===== src/rtl/sram_arb.sv =====
// Two-requester (IM fetch / DM load-store) arbiter in front of one single-port synchronous SRAM.
// Define SRAM_ARB_RR_EN for round-robin arbitration; otherwise DM has priority with an IM starvation guard.
module sram_arb #(
  parameter int ADDR_WIDTH   = 14,
  parameter int DATA_WIDTH   = 32,
  parameter int STARVE_LIMIT = 4
) (
  input  logic                    clk,
  input  logic                    rstn,
  input  logic                    im_req,
  input  logic [ADDR_WIDTH-1:0]   im_addr,
  output logic                    im_ready,
  output logic                    im_rvalid,
  output logic [DATA_WIDTH-1:0]   im_rdata,
  input  logic                    dm_req,
  input  logic [ADDR_WIDTH-1:0]   dm_addr,
  input  logic [DATA_WIDTH/8-1:0] dm_wstrb,
  input  logic [DATA_WIDTH-1:0]   dm_wdata,
  output logic                    dm_ready,
  output logic                    dm_rvalid,
  output logic [DATA_WIDTH-1:0]   dm_rdata,
  output logic                    CS,
  output logic [DATA_WIDTH/8-1:0] WE,
  output logic [ADDR_WIDTH-1:0]   A,
  output logic [DATA_WIDTH-1:0]   DI,
  input  logic [DATA_WIDTH-1:0]   DO
);

  localparam logic OWN_IM = 1'b0;
  localparam logic OWN_DM = 1'b1;

  logic                  run_reg;
  logic                  im_win;
  logic                  dm_win;
  logic                  rsp_vld_reg;
  logic                  rsp_own_reg;
  logic [DATA_WIDTH-1:0] im_rdata_reg;
  logic [DATA_WIDTH-1:0] dm_rdata_reg;

  // Grants are held off until the first clock edge after reset release,
  // so every output stays 0 while rstn is low and in the release cycle.
  always_ff @(posedge clk or negedge rstn) begin
    if (!rstn) run_reg <= 1'b0;
    else       run_reg <= 1'b1;
  end

`ifdef SRAM_ARB_RR_EN
  logic last_dm_reg;  // 0 = IM granted last, so DM is favoured after reset

  always_comb begin
    im_win = 1'b0;
    dm_win = 1'b0;
    if (run_reg) begin
      if (im_req && dm_req) begin
        if (last_dm_reg) im_win = 1'b1;
        else             dm_win = 1'b1;
      end else begin
        im_win = im_req;
        dm_win = dm_req;
      end
    end
  end

  always_ff @(posedge clk or negedge rstn) begin
    if (!rstn)       last_dm_reg <= 1'b0;
    else if (im_win) last_dm_reg <= 1'b0;
    else if (dm_win) last_dm_reg <= 1'b1;
  end
`else
  logic [3:0] starve_cnt_reg;
  logic       starved;

  assign starved = (starve_cnt_reg == 4'(STARVE_LIMIT));

  always_comb begin
    im_win = 1'b0;
    dm_win = 1'b0;
    if (run_reg) begin
      if (im_req && dm_req) begin
        if (starved) im_win = 1'b1;
        else         dm_win = 1'b1;
      end else begin
        im_win = im_req;
        dm_win = dm_req;
      end
    end
  end

  // Counts consecutive IM denials; cannot pass STARVE_LIMIT because IM wins there.
  always_ff @(posedge clk or negedge rstn) begin
    if (!rstn)                          starve_cnt_reg <= 4'd0;
    else if (run_reg && im_req && !im_win) starve_cnt_reg <= starve_cnt_reg + 4'd1;
    else                                starve_cnt_reg <= 4'd0;
  end
`endif

  assign im_ready = im_win;
  assign dm_ready = dm_win;

  always_comb begin
    CS = 1'b0;
    WE = '0;
    A  = '0;
    DI = '0;
    if (dm_win) begin
      CS = 1'b1;
      WE = dm_wstrb;
      A  = dm_addr;
      DI = dm_wdata;
    end else if (im_win) begin
      CS = 1'b1;
      A  = im_addr;
    end
  end

  always_ff @(posedge clk or negedge rstn) begin
    if (!rstn) begin
      rsp_vld_reg <= 1'b0;
      rsp_own_reg <= OWN_IM;
    end else begin
      rsp_vld_reg <= CS && ~|WE;
      if (CS) rsp_own_reg <= dm_win ? OWN_DM : OWN_IM;
    end
  end

  assign im_rvalid = rsp_vld_reg && (rsp_own_reg == OWN_IM);
  assign dm_rvalid = rsp_vld_reg && (rsp_own_reg == OWN_DM);

  // Read data is DO in the response cycle and the last captured word otherwise.
  always_ff @(posedge clk or negedge rstn) begin
    if (!rstn) begin
      im_rdata_reg <= '0;
      dm_rdata_reg <= '0;
    end else begin
      if (im_rvalid) im_rdata_reg <= DO;
      if (dm_rvalid) dm_rdata_reg <= DO;
    end
  end

  assign im_rdata = im_rvalid ? DO : im_rdata_reg;
  assign dm_rdata = dm_rvalid ? DO : dm_rdata_reg;

endmodule

===== config.mk =====
export PLATFORM = sky130hd
export DESIGN_NAME = sram_arb
export DESIGN_NICKNAME = d
export VERILOG_FILES = /design/src/rtl/sram_arb.sv
export SDC_FILE = /design/constraint.sdc
export NUM_CORES = 1
export LEC_CHECK = 0
export ABC_CLOCK_PERIOD_IN_PS = 3950
export CORE_UTILIZATION = 37
export DETAILED_ROUTE_END_ITERATION = 8
export PLACE_DENSITY_LB_ADDON = 0.25
export REMOVE_ABC_BUFFERS = 1
export SETUP_SLACK_MARGIN = 0.02
export SLEW_MARGIN = 20
export SYNTH_ARGS = -nofsm -noshare
export SYNTH_HDL_FRONTEND = slang
export SYNTH_SLANG_ARGS = --single-unit

===== constraint.sdc =====
create_clock -name clk -period 3.95 [get_ports clk]
set_input_delay 0.79 -clock clk [delete_from_list [all_inputs] [get_ports clk]]
set_output_delay 0.79 -clock clk [all_outputs]
set_load 0.02 [all_outputs]

* Word-level counts from Yosys, hierarchy flattened
Cells that the tools add are included.
Word-level totals: flip-flop bits (word level) 71, word-level logic and storage cells 34, output and inout bits 119
Cells by class: equal/unequal tests 1, bitwise logic cells 1, add/sub/neg operators 1, reductions and logical operators 9, multiplexer cells 16
Operator list (count):
- $mux W32 | 3
- $mux W14 | 2
- $mux W1 | 9
- $mux W4 | 2
- $logic_and A1 B1 Y1 | 6
- $add A4 B1 Y4 const B | 1
- $eq A4 B3 Y1 const B | 1
- $reduce_or A4 Y1 | 1
- $logic_not A1 Y1 | 2
- $not A1 Y1 | 1

* Depth between registers and ports, before layout
depth after elaboration 8, depth in mapped cells 7, gate-level depth less buffers 5

* Least setup slack after synthesis
No wires, ideal clock.
path type input to output, start input im_req, end output A[10], buffers on the path 1, path slack 1549 ps, arrival 1611 ps, cell stages on the path 4, required time 3160 ps, cells stage by stage nand2_1 > a21oi_1 > buf_4 > a22o_1
On the way: cells in the longest elaborated chain, start to end 5, elaborated cells on any way between the ends 7
RTL lines:
- from (decl) | line 10 | input logic im_req,
- $logic_and A1 B1 Y1 | line 79 | if (im_req && dm_req) begin
- $mux W1 * | line 79
- $mux W1 * | line 78 | if (run_reg) begin
- via im_ready | line 12 | output logic im_ready,
- $mux W14 * | line 110 | end else if (im_win) begin
- $mux W14 * | line 105 | if (dm_win) begin
- to (decl) | line 24 | output logic [ADDR_WIDTH-1:0] A,
The timed path passes the listed nets; every way through them passes the cells marked *.

* Worst setup path in the final report
start input dm_req, end output DI[12]
On the way: cells in the longest elaborated chain, start to end 4
RTL lines:
- from (decl) | line 15 | input logic dm_req,
- $logic_and A1 B1 Y1 | line 79
- $mux W1 * | line 79
- $mux W1 * | line 78
- $mux W32 * | line 105
- to (decl) | line 25 | output logic [DATA_WIDTH-1:0] DI,
Every way passes the cells marked *; elsewhere a longest branch is shown, timed or not.

==> results_dict.tcl <==
set metrics [dict create \
    synthCells 227 \
    grt_max_degree 52 \
    powerDensity_nw_per_um2 478 \
    ys_seq_elements 71 \
    ctsResizeCount 0 \
    relSlewSlack_pct 40.2 \
    post-route-period-util_pct 88.8 \
    worst_path_most_repeated_cell "clkdlybuf4s50_1" \
    critical_path_required_ns 3.16 \
    p_leak_nw 2.33 \
    critPathCaptureType "output pin" \
    route.detailed.drc 0 \
    critPathMaxFanout 44 \
    synthDistinctLibCells 25 \
    yosys-top-cells-area "dfrtp_1 58%, mux2_2 23%, and2_1 7.3%" \
    ys_warn_count 0 \
    coreArea_um2 7890 \
    setup_viol 0 \
    syn2layout_area_growth_pct 81.7 \
    vias 2643 \
    ctsHoldBuffers 0 \
    min-delay-path-class "primary input to async pin" \
    die_y_um 93.4 \
    postRouteAntennaNets 0 \
    syn_avg_cell_area_um2 13.6 \
    crit_chain "clkdlybuf4s50_1 > o211a_1 > buf_12 > and2_1 > clkdlybuf4s50_1" \
    synth-edff-count 0 \
    met3_usage_pct 6.67 \
    cts.sinks 71 \
    vdd_drop_max_uv 201 \
    antenna_found_initial 1 \
    grt_pass1_wl_mm 14.6 \
    dp_slack_ns 0.458 \
    async_flop_share_pct 100 \
    critical-path-top-delay-family "buffers and inverters" \
    wl_mm 9.74 \
    synth_area_leader_cell "dfrtp_1" \
    clockBufferDepth 2 \
    grt_busiest_layer "met2" \
    dr.first_iter.drc_count 93 \
    criticalPathCategory "primary input to output pin" \
    rows 32 \
    htree_levels 3 \
    grt_usage_pct 22.8 \
    skew_ns 0.00619 \
    grt-ovfl-total 0 \
    setup_slack_ns 0.444 \
    io_buffers 218 \
    nets 549 \
    yosysSeqAreaShare_pct 57.5 \
    slowest_stage "clkdlybuf4s50_1" \
    clk_pin_slew_ns 0.08 \
    syn_area_um2 3090 \
    use_met1_pct 24.4 \
    floorplan.initialDensity_pct 39.1 \
    drv_slew 0 \
    globalplace.congestion 0.875 \
    fin_tns_setup_ns 0 \
    status "finished clean" \
    dieArea_um2 8720 \
    max_freq_mhz 285 \
    cts_setup_buffers 0 \
    slowest_delay_ns 0.61 \
    cts_buffers 9 \
    hpwl_mm 7.55 \
    dr.pass1.iters 4 \
    maxCapViolations 0 \
    ios 219 \
    cts-root-buf "clkbuf_8" \
    fp.dieW_um 93.4 \
    grt_pass1_vias 2868 \
    cts_tree "built" \
    worstMarginPinSlew_ns 0.897 \
    drive_gt1_share_pct 19.0 \
    start_kind "primary input" \
    arrival_ns 2.72 \
    finalWorstPathRequiredPeriod_ns 3.51 \
    worstSkewPairLatency_ns 0.34 \
    synth.top_cell.area_share_pct 57.5 \
    cp.buffers_inverters 3 \
    via_per_inst 4.76 \
    hold_viol_final 0 \
    use_met2_pct 42.0 \
    rsz0062_at_grt "no" \
    routedWlPerCell_um 17.5 \
    synthFlopType "dfrtp_1" \
]
-- cells in the final DEF (no fill, tap or decap) --
master and n:
inv_6 1, nand4_1 1, diode_2 1, nand3_1 1, dfrtp_1 71, o211a_1 1
nand2b_2 1, ha_1 2, mux2_2 64, a21oi_1 2, buf_4 4, xnor2_1 1
conb_1 1, clkbuf_8 10, clkbuf_1 1, clkdlybuf4s50_1 217, buf_2 1, a21o_1 1
or4_1 1, nand3b_1 1, nand2_1 2, o21ai_0 1, nor2_1 4, inv_1 7
a22o_1 14, clkinv_2 1, buf_12 1, xor2_1 1, and2_1 36, bufinv_16 3
-- worst reg2reg max path: cells and delay by family, from the launching register on --
family | cells | cell delay (ns)
flops | 1 | 0.36
mux | 1 | 0.44
simple gates | 1 | 0.72
-- worst paths after layout --
check,slack (ns),cells after the start,end,startpoint
worst min register to register,0.49,1,starve_cnt_reg[0],starve_cnt_reg[0]
worst max register to register,2.30,2,im_rdata_reg[9],rsp_own_reg
min in group clk,0.49,1,starve_cnt_reg[0],starve_cnt_reg[0]
worst max-delay path,0.44,5,DI[12],dm_req
worst min-delay path,0.38,1,dm_rdata_reg[20],rstn
max in group asynchronous,2.58,2,im_rdata_reg[31],rstn
-- report_power, final --
part,internal [W],switching (W),leakage [nW],total (W)
Sequential,0.000892,0.0000384,0.837,0.000931
Combinational,0.000559,0.000493,1.37,0.00105
Clock,0.000438,0.000263,0.124,0.000701
Total,0.00189,0.000794,2.33,0.00268
-- stage by stage --
step / hold slack [ns] / util (%) / cells / cell area [µm²] / total power [W]
after global routing: 0.394 / 71.1 / 555 / 5610 / 0.00281
after global placement: 0.476 / 68.0 / 538 / 5360 / 0.00198
after detailed placement: 0.481 / 68.0 / 538 / 5360 / 0.00201
after CTS: 0.379 / 71.1 / 554 / 5610 / 0.00272
after floorplan: 0.453 / - / 213 / 3010 / 0.00144
final: 0.378 / 71.1 / 555 / 5610 / 0.00268
-- layer usage --
metal | vias to the layer above | routed length [µm]
met5 | - | 0
met4 | 0 | 174
met3 | 9 | 772
met2 | 131 | 5090
met1 | 1288 | 3700
li1 | 1215 | -
-- cells by family (layout without fill, tap and decap cells) --
group                      Yosys count  in the layout  synth area share (%)
DFF                                 71             71                  57.5
muxes                               64             64                  23.3
and+or+nand+nor                     47             47                  9.08
buffers and inverters               21            246                  3.53
AOI/OAI and AO/OA                   19             19                  5.02
adders and majority gates            2              2                 0.810
xor gates and xnor gates             2              2                 0.567
other                                1              2                 0.121
-- synth_stat cells, types with 2 or more instances --
cell type,n
clkbuf_1,2
nor2_1,4
buf_6,2
inv_1,7
ha_1,2
and2_1,36
buf_2,8
dfrtp_1,71
nand2_1,2
a22o_1,14
mux2_2,64
a21oi_1,2
-- layout make-up --
type,count,area [µm²]
Fill cell,611,2280
Timing Repair Buffer,223,2230
Sequential cell,71,1780
Multi-Input combinational cell,135,1200
Clock buffer,11,141
Tap cell,102,128
Clock inverter,5,104
Inverter,7,26.3
Antenna cell,1,2.50
Power figures use the tool's default switching activity.
